[config.mk]
export PLATFORM = sky130hd
export DESIGN_NAME = bist_response_analyzer
export DESIGN_NICKNAME = d
export VERILOG_FILES = /design/src/rtl/bist_pkg.sv /design/src/rtl/sig_lfsr_step.sv /design/src/rtl/bist_response_analyzer.sv
export SDC_FILE = /design/constraint.sdc
export NUM_CORES = 1
export LEC_CHECK = 0
export ABC_AREA = 1
export ABC_CLOCK_PERIOD_IN_PS = 2350
export CORE_ASPECT_RATIO = 1.1
export CORE_MARGIN = 2
export CORE_UTILIZATION = 30
export CTS_CLUSTER_SIZE = 14
export DETAILED_ROUTE_END_ITERATION = 12
export SLEW_MARGIN = 20
export SYNTH_ARGS = -nofsm -noshare
export SYNTH_HDL_FRONTEND = slang
export SYNTH_SLANG_ARGS = --single-unit
[constraint.sdc]
create_clock -name clk -period 2.35 [get_ports clk]
set_clock_uncertainty 0.2 [all_clocks]
set_input_delay 0.235 -clock clk [delete_from_list [all_inputs] [get_ports clk]]
set_output_delay 0.235 -clock clk [all_outputs]
set_load 0.01 [all_outputs]
[src/rtl/bist_pkg.sv]
// Shared types and default constants for the BIST response analyzer
// and its signature-step helper.
package bist_pkg;

    typedef enum logic [1:0] {
        IDLE = 2'd0,
        RUN  = 2'd1,
        DONE = 2'd2
    } bist_state_t;

    localparam logic [15:0] DEFAULT_POLY = 16'h1021;
    localparam logic [15:0] DEFAULT_SEED = 16'hFFFF;

endpackage

[src/rtl/sig_lfsr_step.sv]
// One Galois-form signature step: shifts in one response bit.
// Purely combinational, so a pattern generator can reuse it.
module sig_lfsr_step #(
    parameter int                SIG_W = 16,
    parameter logic [SIG_W-1:0]  POLY  = 16'h1021
) (
    input  logic [SIG_W-1:0] sig,
    input  logic             din,
    output logic [SIG_W-1:0] sig_next
);

    logic fb;

    always_comb begin
        fb       = sig[SIG_W-1] ^ din;
        sig_next = {sig[SIG_W-2:0], 1'b0} ^ (fb ? POLY : '0);
    end

endmodule

[src/rtl/bist_response_analyzer.sv]
// Compacts a 1-bit response stream into a signature, counts vectors and ones,
// and compares against a golden signature when the programmed count is reached.
module bist_response_analyzer
    import bist_pkg::*;
#(
    parameter int               SIG_W = 16,
    parameter int               CNT_W = 8,
    parameter logic [SIG_W-1:0] POLY  = DEFAULT_POLY,
    parameter logic [SIG_W-1:0] SEED  = DEFAULT_SEED
) (
    input  logic             clk,
    input  logic             rst_n,
    input  logic             start,
    input  logic [CNT_W-1:0] num_vectors,
    input  logic [SIG_W-1:0] golden_sig,
    input  logic             resp_valid,
    input  logic             resp_bit,
    output logic             resp_ready,
    output logic             busy,
    output logic             done,
    output logic             pass,
    output logic [SIG_W-1:0] signature,
    output logic [CNT_W-1:0] vec_count,
    output logic [CNT_W-1:0] ones_count
);

    // Handshake: a response transfers on a rising edge where resp_valid and
    // resp_ready are both 1; resp_ready never depends on resp_valid.

    localparam logic [CNT_W-1:0] CNT_ONE = CNT_W'(1);

    bist_state_t      state, state_next;
    logic [CNT_W-1:0] num_lat;
    logic [SIG_W-1:0] sig_next;
    logic             start_ok;
    logic             accept;
    logic             last_accept;

    sig_lfsr_step #(
        .SIG_W (SIG_W),
        .POLY  (POLY)
    ) u_step (
        .sig      (signature),
        .din      (resp_bit),
        .sig_next (sig_next)
    );

    always_comb begin
        start_ok    = start && (state != RUN);
        accept      = resp_valid && resp_ready;
        last_accept = accept && ((vec_count + CNT_ONE) == num_lat);
    end

    always_comb begin
        state_next = state;
        case (state)
            IDLE, DONE: begin
                if (start) begin
                    state_next = (num_vectors != '0) ? RUN : DONE;
                end
            end
            RUN: begin
                if (last_accept) begin
                    state_next = DONE;
                end
            end
            default: state_next = IDLE;
        endcase
    end

    always_ff @(posedge clk or negedge rst_n) begin
        if (!rst_n) begin
            state      <= IDLE;
            resp_ready <= 1'b0;
            busy       <= 1'b0;
            done       <= 1'b0;
            pass       <= 1'b0;
            signature  <= SEED;
            vec_count  <= '0;
            ones_count <= '0;
            num_lat    <= '0;
        end else begin
            state      <= state_next;
            resp_ready <= (state_next == RUN);
            busy       <= (state_next == RUN);
            if (start_ok) begin
                num_lat    <= num_vectors;
                signature  <= SEED;
                vec_count  <= '0;
                ones_count <= '0;
                // A zero-vector session completes immediately against the seed.
                done       <= (num_vectors == '0);
                pass       <= (num_vectors == '0) && (SEED == golden_sig);
            end else if (accept) begin
                signature  <= sig_next;
                vec_count  <= vec_count + CNT_ONE;
                ones_count <= ones_count + CNT_W'(resp_bit);
                if (last_accept) begin
                    done <= 1'b1;
                    pass <= (sig_next == golden_sig);
                end
            end
        end
    end

endmodule

==> impl_metrics.csv <==
group,metric,value,unit
yosys,yosysWarnings,0,
timing,setup_ws,393,ps
worst_setup_path,path_buf_inv,0,
drt,num_vias,2278,
floorplanning,start_util,0.313,
hold_path,whs_path_depth,2,
drt,drt-pass1-iter-count,4,
power_and_ir_drop,p_leak,0.00159,µW
worst_setup_path,crit_chain,"ha_1 -> nand2_1 -> nand2_1 -> nand2_1 -> nand2_1 -> nor2_1 -> nand3_1 -> nor2_1 -> nand2_2 -> nand2_1 -> o21ai_0",
clock_tree,ctsHtreeMaxLevel,2,
clock_tree,clk_latency,300,ps
worst_setup_path,critPathLaunchType,"flop",
job,max_cap_violations,0,
layout,n_fill_cell,866,
worst_setup_path,path_max_fanout,6,
timing,relSlewSlack,0.472,
place,dpl_worst_slack,244,ps
status,status,"complete, no violations",
drt,drtAntennaViolNets,0,
timing,worst_pin_slew,791,ps
clock_tree,post_cts.repair.setup_buffers,0,
floorplanning,ios,65,
yosys,ys_seq_area_frac,0.457,
worst_setup_path,r2r-start,"vec_count[0]",
yosys,synth_cell_type_count,29,
timing,rsz0062_at_grt,"false",
clock_tree,cts_buffers,5,
yosys,synth_top_area_share,0.290,
worst_setup_path,r2r_setup_slack,390,ps
worst_setup_path,crit_family,"simple AND/OR/NAND/NOR gates",
floorplanning,dieHeight,99.9,µm
drt,wl_per_cell,12.9,µm
layout,n_antenna_cell,0,
place,gp_congestion,0.903,
place,portBuffers,64,
worst_setup_path,slowest_stage,"dfrtp_1",
worst_setup_path,cpMostUsedCell,"nand2_1",
clock_tree,clock-sinks,45,
power_and_ir_drop,p_per_area,937,nW/µm²
layout,mostFrequentLayoutCells,"nand2_1 (77), clkdlybuf4s50_1 (63), inv_1 (52)",
power_and_ir_drop,power.total,3150,µW
layout,syn_to_final_growth,34.2,%
floorplanning,fp.dieW,91.1,µm
clock_tree,cts_tree,"yes",
layout,final_common_cell,"nand2_1",
worst_setup_path,max_stage_delay,470,ps
drt,drt-total-wl,6350,µm
timing,setup_tns,0,ps
clock_tree,clockBufferDepth,2,
grt,grt_overflow,0,
worst_setup_path,r2r_end,"busy",
hold_path,min_path_type,"flop to flop",
drt,via_per_inst,4.61,
hold_path,min-delay-start,"num_lat[7]",
floorplanning,rows,34,
yosys,synth_area,2510,µm²
clock_tree,cts_root_buffer,"clkbuf_8",
worst_setup_path,reg2reg_depth,11,
yosys,yosys.area.top_type,"dfrtp_1",
worst_setup_path,critPathArrivalTime,1940,ps
grt,grt_pass1_vias,2268,
yosys,avgSynthCellArea,7.91,µm²
hold_path,min_to,"num_lat[7]",
worst_setup_path,worst-setup-path-type,"flop to flop",
grt,grt_first_pass_wirelength,10800,µm
timing,min_period,1960,ps
power_and_ir_drop,max-vdd-ir-drop,0.363,mV
timing,finalCritPeriodShare,0.833,
yosys,synth_area_leaders,"dfrtp_1 (29%), dfstp_2 (17%), nand2_1 (12%)",
drt,drtIter0Drc,123,
yosys,syn_nets,349,
grt,antenna_found_initial,0,
floorplanning,core-area,8000,µm²
timing,finalHoldViolations,0,
worst_setup_path,setup.worst_path.end_class,"flop",
worst_setup_path,required,2330,ps
timing,slew_viol_final,0,
yosys,ys_ff_latch,45,
layout,drive_gt1_frac,0.104,
yosys,synth_ff_type,"dfrtp_1",
drt,drcViolationCount,0,
grt,grt_max_degree,36,
layout,final_nets,417,
timing,fmax,511,MHz
place,hpwl,4880,µm
grt,grt_use_total,0.147,
timing,setup_viol,0,
clock_tree,clkTransAtPathRegs,80,ps
yosys,async_flop_share,1.00,
floorplanning,die-area,9100,µm²
yosys,synthCells,317,
yosys,synth_edf_count,0,
[final cells by class]
class	instances	area [µm²]	area share
clock buffers	7	96.3	0.0286
clock inverters	1	5.00	0.00149
inverters	54	203	0.0602
multi-input cells	211	1110	0.330
flip-flops and latches	45	1150	0.341
well taps	108	135	0.0402
repair buffers	68	668	0.199
[worst reg2reg max path, delay by kind of cell (launching register included)]
family	cells	cell delay [ps]
simple gates	9	840
fa+ha+maj	1	260
flops	1	470
compound gates	1	80
[metrics by stage]
step                       util  hold slack, ps  area [µm²]  instances
after floorplan               -            -261        2510        317
after global placement    0.407             165        3250        485
after detailed placement  0.407             167        3250        485
after CTS                 0.421             316        3360        494
after global routing      0.421             336        3360        494
final                     0.421             312        3360        494
[per-layer routing]
metal,up-vias,GRT usage,wire length [µm]
met5,-,0,0
met4,0,0.0490,88
met3,7,0.0210,232
met2,55,0.252,3170
met1,1049,0.191,2860
li1,1167,-,-
[worst max-delay path by stage]
stage	startpoint	to	slack, ps	cells after the start
after floorplan	vec_count[0]	busy	560	11
after global placement	resp_bit	ones_count[7]	300	10
after detailed placement	resp_bit	ones_count[7]	240	10
after CTS	vec_count[0]	busy	350	11
after global routing	vec_count[0]	busy	100	11
final	vec_count[0]	busy	390	11
[kinds of logic after synthesis]
logic type / share of synthesized area
adder cells (fa/ha/maj): 0.0150
flip-flops: 0.457
AND/OR/NAND/NOR: 0.270
buffers and inverters: 0.0994
XOR/XNOR: 0.0384
AO/OA/AOI/OAI: 0.120
[sequential cells by signal, indices dropped and copies added (netlist names)]
register    flops
vec_count       8
signature      16
ones_count      8
num_lat         8
busy            1
state           2
pass            1
done            1
[report_power, final]
group	switching (µW)	internal (µW)
clock network	261	266
registers	224	1070
logic	692	640
total	1180	1980
[Yosys cell counts, drive strengths merged (4+ instances only)]
library cell   n
a21oi          4
a22oi         16
buf            5
dfrtp         29
dfstp         16
inv           54
nand2         81
nand3         24
nand3b         5
nand4          8
nor2          25
o21ai         19
o22ai          5
xnor2          5
xor2           6
[repair_timing]
action	in CTS	in global routing
endpoints found under the hold margin	29	0
hold buffers	1	0
resized for setup	0	0
No activity file was read; power rests on OpenSTA's default activity.
